--- config.mk ---
export PLATFORM = sky130hd
export DESIGN_NAME = inst_fetch_queue
export DESIGN_NICKNAME = d
export VERILOG_FILES = /design/src/rtl/fetch_pkg.sv /design/src/rtl/fetch_fifo.sv /design/src/rtl/inst_fetch_queue.sv
export SDC_FILE = /design/constraint.sdc
export NUM_CORES = 1
export LEC_CHECK = 0
export CAP_MARGIN = 20
export CORE_ASPECT_RATIO = 1.5
export CORE_UTILIZATION = 58
export CTS_CLUSTER_DIAMETER = 100
export CTS_CLUSTER_SIZE = 12
export DETAILED_ROUTE_END_ITERATION = 16
export PLACE_DENSITY = 0.91
export RECOVER_POWER = 25
export SLEW_MARGIN = 20
export SYNTH_ARGS = -nofsm -noshare
export SYNTH_HDL_FRONTEND = slang
export SYNTH_HIERARCHICAL = 1
export SYNTH_SLANG_ARGS = --single-unit
--- constraint.sdc ---
create_clock -name CLK -period 4.2 [get_ports CLK]
set_input_delay 0.63 -clock CLK [delete_from_list [all_inputs] [get_ports CLK]]
set_output_delay 0.63 -clock CLK [all_outputs]
set_load 0.005 [all_outputs]
--- src/rtl/fetch_pkg.sv ---
// Shared fetch-stage types, constants and helpers.
// Imported by fetch_fifo and inst_fetch_queue.
package fetch_pkg;

  localparam int FETCH_W = 32;
  localparam logic [FETCH_W-1:0] PC_STEP = 32'd4;

  typedef struct packed {
    logic [FETCH_W-1:0] pc;
    logic [FETCH_W-1:0] inst;
  } fetch_entry_t;

  function automatic logic [31:0] sat_inc(
    input logic [31:0] v,
    input logic        en
  );
    return (en && v != 32'hFFFF_FFFF) ? v + 32'd1 : v;
  endfunction

endpackage

--- src/rtl/fetch_fifo.sv ---
// Prefetch FIFO of {pc, inst} entries with push/pop/clear.
// Head output holds the last popped entry while empty.
module fetch_fifo
  import fetch_pkg::*;
#(
  parameter int DEPTH = 4
) (
  input  logic                   CLK,
  input  logic                   RST,
  input  logic                   push,
  input  fetch_entry_t           din,
  input  logic                   pop,
  input  logic                   clear,
  output fetch_entry_t           head,
  output logic                   not_empty,
  output logic [$clog2(DEPTH):0] count
);

  localparam int PW = $clog2(DEPTH);
  localparam logic [PW:0] FULL = (PW+1)'(DEPTH);
  localparam logic [PW-1:0] ONE = PW'(1);

  fetch_entry_t  mem [DEPTH];
  fetch_entry_t  last;
  logic [PW-1:0] wr_ptr;
  logic [PW-1:0] rd_ptr;
  logic          do_push;
  logic          do_pop;

  assign not_empty = (count != '0);
  assign do_pop    = pop && not_empty && !clear;
  assign do_push   = push && !clear &&
                     ((count != FULL) || do_pop);
  assign head      = not_empty ? mem[rd_ptr] : last;

  always_ff @(posedge CLK) begin
    if (do_push) mem[wr_ptr] <= din;
  end

  always_ff @(posedge CLK or negedge RST) begin
    if (!RST) begin
      wr_ptr <= '0;
      rd_ptr <= '0;
      count  <= '0;
      last   <= '0;
    end else if (clear) begin
      wr_ptr <= '0;
      rd_ptr <= '0;
      count  <= '0;
    end else begin
      if (do_push) wr_ptr <= wr_ptr + ONE;
      if (do_pop) begin
        rd_ptr <= rd_ptr + ONE;
        last   <= mem[rd_ptr];
      end
      count <= count + (PW+1)'(do_push)
                     - (PW+1)'(do_pop);
    end
  end

endmodule

--- src/rtl/inst_fetch_queue.sv ---
// Fetch stage: PC, credit-based inst_mem issue, prefetch queue.
// Optional FETCH_PERF_EN adds saturating perf counters.
module inst_fetch_queue
  import fetch_pkg::*;
#(
  parameter int          DEPTH    = 4,
  parameter int          ADDR_W   = 6,
  parameter logic [31:0] RESET_PC = 32'h0
) (
  input  logic                   CLK,
  input  logic                   RST,
  output logic [ADDR_W-1:0]      mem_addr,
  output logic                   mem_en,
  input  logic [31:0]            mem_rdata,
  input  logic                   redirect,
  input  logic [31:0]            redirect_pc,
  output logic                   out_valid,
  input  logic                   out_ready,
  output logic [31:0]            out_inst,
  output logic [31:0]            out_pc,
  output logic [$clog2(DEPTH):0] occupancy
`ifdef FETCH_PERF_EN
  ,
  output logic [31:0]            perf_fetched,
  output logic [31:0]            perf_stall,
  output logic [31:0]            perf_flush
`endif
);

  localparam int CW = $clog2(DEPTH) + 1;
  localparam logic [CW:0] CREDIT_MAX = (CW+1)'(DEPTH);

  logic [31:0]  fetch_pc;
  logic [31:0]  issue_pc;
  logic         inflight;
  logic         push;
  logic         pop;
  logic         head_valid;
  logic [CW:0]  credit;
  fetch_entry_t din;
  fetch_entry_t head;

  // In-flight read holds a slot so its return never overflows.
  assign credit    = {1'b0, occupancy} + (CW+1)'(inflight);
  assign mem_en    = RST && !redirect && (credit < CREDIT_MAX);
  assign mem_addr  = fetch_pc[ADDR_W+1:2];
  assign push      = inflight && !redirect;
  assign out_valid = head_valid && !redirect;
  assign pop       = out_valid && out_ready;
  assign din       = '{pc: issue_pc, inst: mem_rdata};
  assign out_pc    = head.pc;
  assign out_inst  = head.inst;

  fetch_fifo #(
    .DEPTH(DEPTH)
  ) u_fifo (
    .CLK      (CLK),
    .RST      (RST),
    .push     (push),
    .din      (din),
    .pop      (pop),
    .clear    (redirect),
    .head     (head),
    .not_empty(head_valid),
    .count    (occupancy)
  );

  // Clearing inflight on redirect kills the read still returning.
  always_ff @(posedge CLK or negedge RST) begin
    if (!RST) begin
      fetch_pc <= RESET_PC;
      issue_pc <= '0;
      inflight <= 1'b0;
    end else if (redirect) begin
      fetch_pc <= redirect_pc & ~32'h3;
      inflight <= 1'b0;
    end else begin
      inflight <= mem_en;
      if (mem_en) begin
        issue_pc <= fetch_pc;
        fetch_pc <= fetch_pc + PC_STEP;
      end
    end
  end

`ifdef FETCH_PERF_EN
  always_ff @(posedge CLK or negedge RST) begin
    if (!RST) begin
      perf_fetched <= '0;
      perf_stall   <= '0;
      perf_flush   <= '0;
    end else begin
      perf_fetched <= sat_inc(perf_fetched, push);
      perf_stall   <= sat_inc(perf_stall,
                              out_valid && !out_ready);
      perf_flush   <= sat_inc(perf_flush, redirect);
    end
  end
`endif

endmodule

After elaboration in Yosys (flattened, before gate mapping)
Memories as Yosys holds them, arrays and structs flattened.
Index checks and enable logic that the tools add are counted.

word-level totals
  register bits after elaboration = 136
  bits in latches = 0
  RAM bits = 256
  memory bits (read-only) = 0
  output and inout bits = 75
  memories kept = 1

memory list
  memory      words  width  rd ports  clocked after Yosys merged registers in  write ports  line              text
  u_fifo.mem  4      64     1         0                                        1            fetch_fifo.sv:23  fetch_entry_t mem [DEPTH];

operators by class
  add/sub/neg operators = 6
  $mul = 0
  divide/modulo/power cells = 0
  order comparisons = 1
  eq/ne operators = 1
  shifts and indexed selects = 0
  multiplexer cells = 11
  bitwise gates (word level) = 1
  reductions and logical operators = 17

operators with widths
  kind                     number
  $mux W32                 2
  $mux W64                 1
  $add A32 B3 Y32 const B  1
  $logic_and A1 B1 Y1      9
  $mux W2                  4
  $reduce_bool A2 Y1       3
  $add A2 B1 Y2 const B    2
  $add A3 B1 Y4            1
  $lt A4 B3 Y1 const B     1
  $reduce_and A2 Y1        2
  $add A3 B1 Y3            1
  $mux W1                  3
  $mux W3                  1
  $ne A3 B3 Y1 const B     1
  $reduce_bool A3 Y1       1
  $sub A3 B1 Y3            1
  $logic_not A1 Y1         1
  $logic_or A1 B1 Y1       1
  $not A1 Y1               1

Longest topological paths before layout
Gate-level depths: netlist of the first run.

  word-level depth = 10
  depth in mapped cells = 17
  depth with buffers taken out = 14

Hierarchy
Netlist of the first run, hierarchy kept.

modules (own cells, without submodules)
  module            instances  cells each  area each (µm²)  sequential area each (µm²)
  fetch_fifo        1          587         12814.8          9464.1
  inst_fetch_queue  1          345         3045.4           1526.5

Least setup slack after synthesis of the first run
OpenSTA, ideal clock, no wires.

  path kind = register to register
  start point = register u_fifo.count[1]
  end point = memory u_fifo/mem[0][0] (netlist name), enable pin
  setup time = 429 ps
  arrival = 3281 ps
  path slack = 490 ps
  stages on the path, launching flop included = 9
  buffers on the path = 2
  path through = dfrtp_1 -> or3_1 -> buf_6 -> buf_2 -> nor2b_1 -> and2_1 -> nor4b_1 -> nor3_1 -> and2_1

between the ends
  longest elaborated chain between the ends = 9
  elaborated cells between the ends (all ways) = 10
  classes of those cells = eq/ne: 1; mux: 2; reduce/logical: 7

RTL lines
  item                               line                    text
  start, declared                    fetch_fifo.sv:16        output logic [$clog2(DEPTH):0] count
  start signal, assigned             fetch_fifo.sv:56        count <= count + (PW+1)'(do_push)
  $reduce_bool A3 Y1                 fetch_fifo.sv:30        assign not_empty = (count != '0);
  net head_valid                     inst_fetch_queue.sv:38  logic head_valid;
  $logic_and A1 B1 Y1                inst_fetch_queue.sv:48  assign out_valid = head_valid && !redirect;
  net out_valid                      inst_fetch_queue.sv:17  output logic out_valid,
  $logic_and A1 B1 Y1                inst_fetch_queue.sv:49  assign pop = out_valid && out_ready;
  net pop                            inst_fetch_queue.sv:37  logic pop;
  $logic_and A1 B1 Y1 (2 in series)  fetch_fifo.sv:31        assign do_pop = pop && not_empty && !clear;
  $logic_or A1 B1 Y1                 fetch_fifo.sv:33        ((count != FULL) || do_pop);
  $logic_and A1 B1 Y1                fetch_fifo.sv:32        assign do_push = push && !clear &&
  $mux W1                            fetch_fifo.sv:37        if (do_push) mem[wr_ptr] <= din;
  $mux W1 (implied by the code)      fetch_fifo.sv:37
  end, declared                      fetch_fifo.sv:23

The timed path passes the listed nets, and every way through them passes these cells.

Worst setup path in the final report of the first run
  start point = register u_fifo.count[0]
  end point = output out_inst[6]

between the ends
  longest elaborated chain between the ends = 2

RTL lines
  item                line                    text
  $reduce_bool A3 Y1  fetch_fifo.sv:30
  net head_valid      inst_fetch_queue.sv:38
  $mux W64            fetch_fifo.sv:34        assign head = not_empty ? mem[rd_ptr] : last;
  end, declared       inst_fetch_queue.sv:19  output logic [31:0] out_inst,

The timed path passes the listed nets, and every way through them passes these cells.

==> results of run 1 <==
==> power breakdown <==
| group | switching, W | internal [W] |
|---|---|---|
| Sequential | 0.000129 | 0.00423 |
| Clock | 0.00131 | 0.00174 |
| Combinational | 0.000210 | 0.000231 |
| Total | 0.00165 | 0.00620 |
==> area by class of cell <==
type	instances	area, um^2	area share, %
Antenna cell	1	2.50	0.0134
Clock buffer	67	1080	5.77
Clock inverter	2	17.5	0.0935
Inverter	11	41.3	0.220
Multi-Input combinational cell	485	4550	24.3
Sequential cell	388	11000	58.7
Tap cell	337	422	2.25
Timing Repair Buffer	160	1620	8.64
==> layout by cell type, fill, tap and decap left out, types with 7 or more instances in the layout <==
cell type	Yosys	layout
dlygate4sd3_1	0	20
nand3_1	22	21
mux4_2	64	64
conb_1	1	8
clkbuf_16	0	39
nand2_1	119	119
buf_4	10	14
and3_1	9	9
a21oi_1	7	7
inv_1	11	11
o21ai_0	18	18
clkdlybuf4s50_1	0	120
dfrtp_1	132	130
o311ai_0	10	10
mux2_2	127	127
nor2_1	11	10
nand4_1	9	9
a221o_1	9	9
o211ai_1	9	9
clkbuf_1	16	28
edfxtp_1	256	256
ha_1	7	7
==> routing by layer <==
layer	vias up	share of wire [%]
li1	3863	-
met1	4523	35
met2	370	56
met3	75	5.7
met4	0	3.3
met5	-	0
==> final timing paths <==
check,depth (start not counted),slack [ps],endpoint,start
max,5,560,out_inst[6],u_fifo/count[0]
min,1,500,u_fifo/last[23],u_fifo/last[23]
max reg2reg,15,740,u_fifo/count[2],u_fifo/count[0]
min reg2reg,1,500,u_fifo/last[23],u_fifo/last[23]
max in group asynchronous,3,2340,u_fifo/rd_ptr[0],RST
min in group asynchronous,2,540,issue_pc[18],RST
==> registers in the layout, indices dropped and copies added (netlist names) <==
signal	count
u_fifo/wr_ptr	2
u_fifo/count	3
fetch_pc	30
u_fifo/last	64
issue_pc	30
inflight	1
u_fifo/rd_ptr	2
u_fifo/mem	256
==> timing repair <==
action | 4_1_cts | 5_1_grt
hold buffers | 1 | 0
setup endpoints to repair | 0 | 0
hold endpoints to repair | 17 | 0
==> stage by stage <==
stage / utilization, % / cell area, um^2 / worst slack, ps / instances
floorplan: - / 15900 / 490 / 939
global placement: 66.1 / 17600 / 699 / 1380
detailed placement: 66.1 / 17600 / 592 / 1380
CTS: 70.2 / 18700 / 514 / 1450
global route: 70.2 / 18700 / 426 / 1451
finish: 70.2 / 18700 / 563 / 1451
==> cells by family after synthesis <==
kind of cell               after synthesis
adders and majority gates                8
buffers and inverters                   66
other                                    1
muxes                                  193
AOI/OAI and AO/OA                       60
xor gates and xnor gates                 5
DFF                                    388
and+or+nand+nor                        211
==> flow_metrics.tcl, run 1 <==
set metrics [dict create \
    status "finished clean" \
    met3_usage_pct 3.84 \
    cts_tree "done" \
    dp_hpwl_um 19300 \
    area_delta_synth_final_pct 18.1 \
    hold_path.class "reg2reg" \
    start_kind "register" \
    numCtsBuffers 38 \
    viasPerCell 6.09 \
    grt_busiest_layer "met2" \
    clock.fmax_ghz 0.275 \
    power.total_w 0.00785 \
    cts_resized 0 \
    drc 0 \
    crit_family "buffers and inverters" \
    drt-initial-drc-count 591 \
    cp_common_cell "buf_4" \
    place_congestion 0.825 \
    use_met2_pct 44.0 \
    synth_edf_count 256 \
    cts_root_buf "clkbuf_16" \
    synthCells 932 \
    start_util_pct 59.5 \
    cpMaxStageDelayCell "buf_4" \
    die_x_um 137 \
    dieArea_mm2 0.0280 \
    vias 8831 \
    clockBufferDepth 3 \
    grt_max_degree 72 \
    fin_nets 1160 \
    wl_um 31400 \
    clk_latency_ps 520 \
    critPathRequiredTime_ps 3570 \
    synth_most_common_cell "edfxtp_1" \
    cp_max_fo 39 \
    grt_pass1_wl_um 49900 \
    cts_sinks 388 \
    end_kind "output pin" \
    critPathBufInv 3 \
    critPathKind "reg2out" \
    rsz0062_at_grt "no" \
    clock_skew_ps 13.7 \
    max_cap_viol_count 0 \
    synth_seq_cells 388 \
    grt_overflow 0 \
    ys_seq_area_share_pct 69.3 \
    syn_area_mm2 0.0159 \
    max_stage_delay_ps 470 \
    irDropWorstVdd_mv 0.404 \
    hold_viol 0 \
    relSlewSlack_pct 35.2 \
    ant_nets 0 \
    grt_usage_pct 23.8 \
    synth_top_family_by_area "multiplexers" \
    setup_viol 0 \
    p_leak_nw 6.98 \
    yosysTopAreaCell "edfxtp_1" \
    netlist.area_leader.share_pct 48.5 \
    cp_cell_sequence "or3_2 -> buf_4 -> buf_4 -> mux2_2 -> clkdlybuf4s50_1" \
    io_buffers 140 \
    antenna_found_initial 1 \
    ys_async_sr_fraction_pct 34.0 \
    drive_gt1_share_pct 24.3 \
    drt_pass1_iterations 5 \
    synth_compound_area_share_pct 2.73 \
    fp-row-count 73 \
    wl_per_cell_um 21.7 \
    yosysWarnings 6 \
    synthMuxAreaShare_pct 18.2 \
    grt_pass1_vias 9409 \
    synth_commonest_cells "edfxtp_1, dfrtp_1, mux2_2" \
    synth-xor-area-share_pct 0.276 \
    coreArea_mm2 0.0267 \
    path_clk_slew_ps 60 \
    pwr_density_cell_mw_per_mm2 419 \
    synth_area_leaders "edfxtp_1, dfrtp_1, mux4_2" \
    synth_fa_ha_area_share_pct 0.678 \
    worst_pin_slew_ps 972 \
    fill_cells 1617 \
    met1_usage_pct 26.7 \
    die_h_um 205 \
    fin_setup_tns_ps 0 \
    report.final.slew_viol_count 0 \
    synthSimpleGateAreaFrac_pct 6.45 \
    arrival_ps 3010 \
    post_cts_buffers 0 \
    htreeDepth 2 \
    period_share_pct 86.6 \
    io_pins 143 \
    period_needed_ps 3640 \
    syn_area_per_cell_um2 17.0 \
    synth_cell_type_count 52 \
    synth_flop_cell "edfxtp_1" \
    holdWs_ps 500 \
]
Power figures use the tool's default switching activity.
==> inputs of run 2 (changes only) <==
GPL_ROUTABILITY_DRIVEN = 1   (was default)
==> results of run 2 <==
Final layout, timing and power as in run 1 (identical DEF).
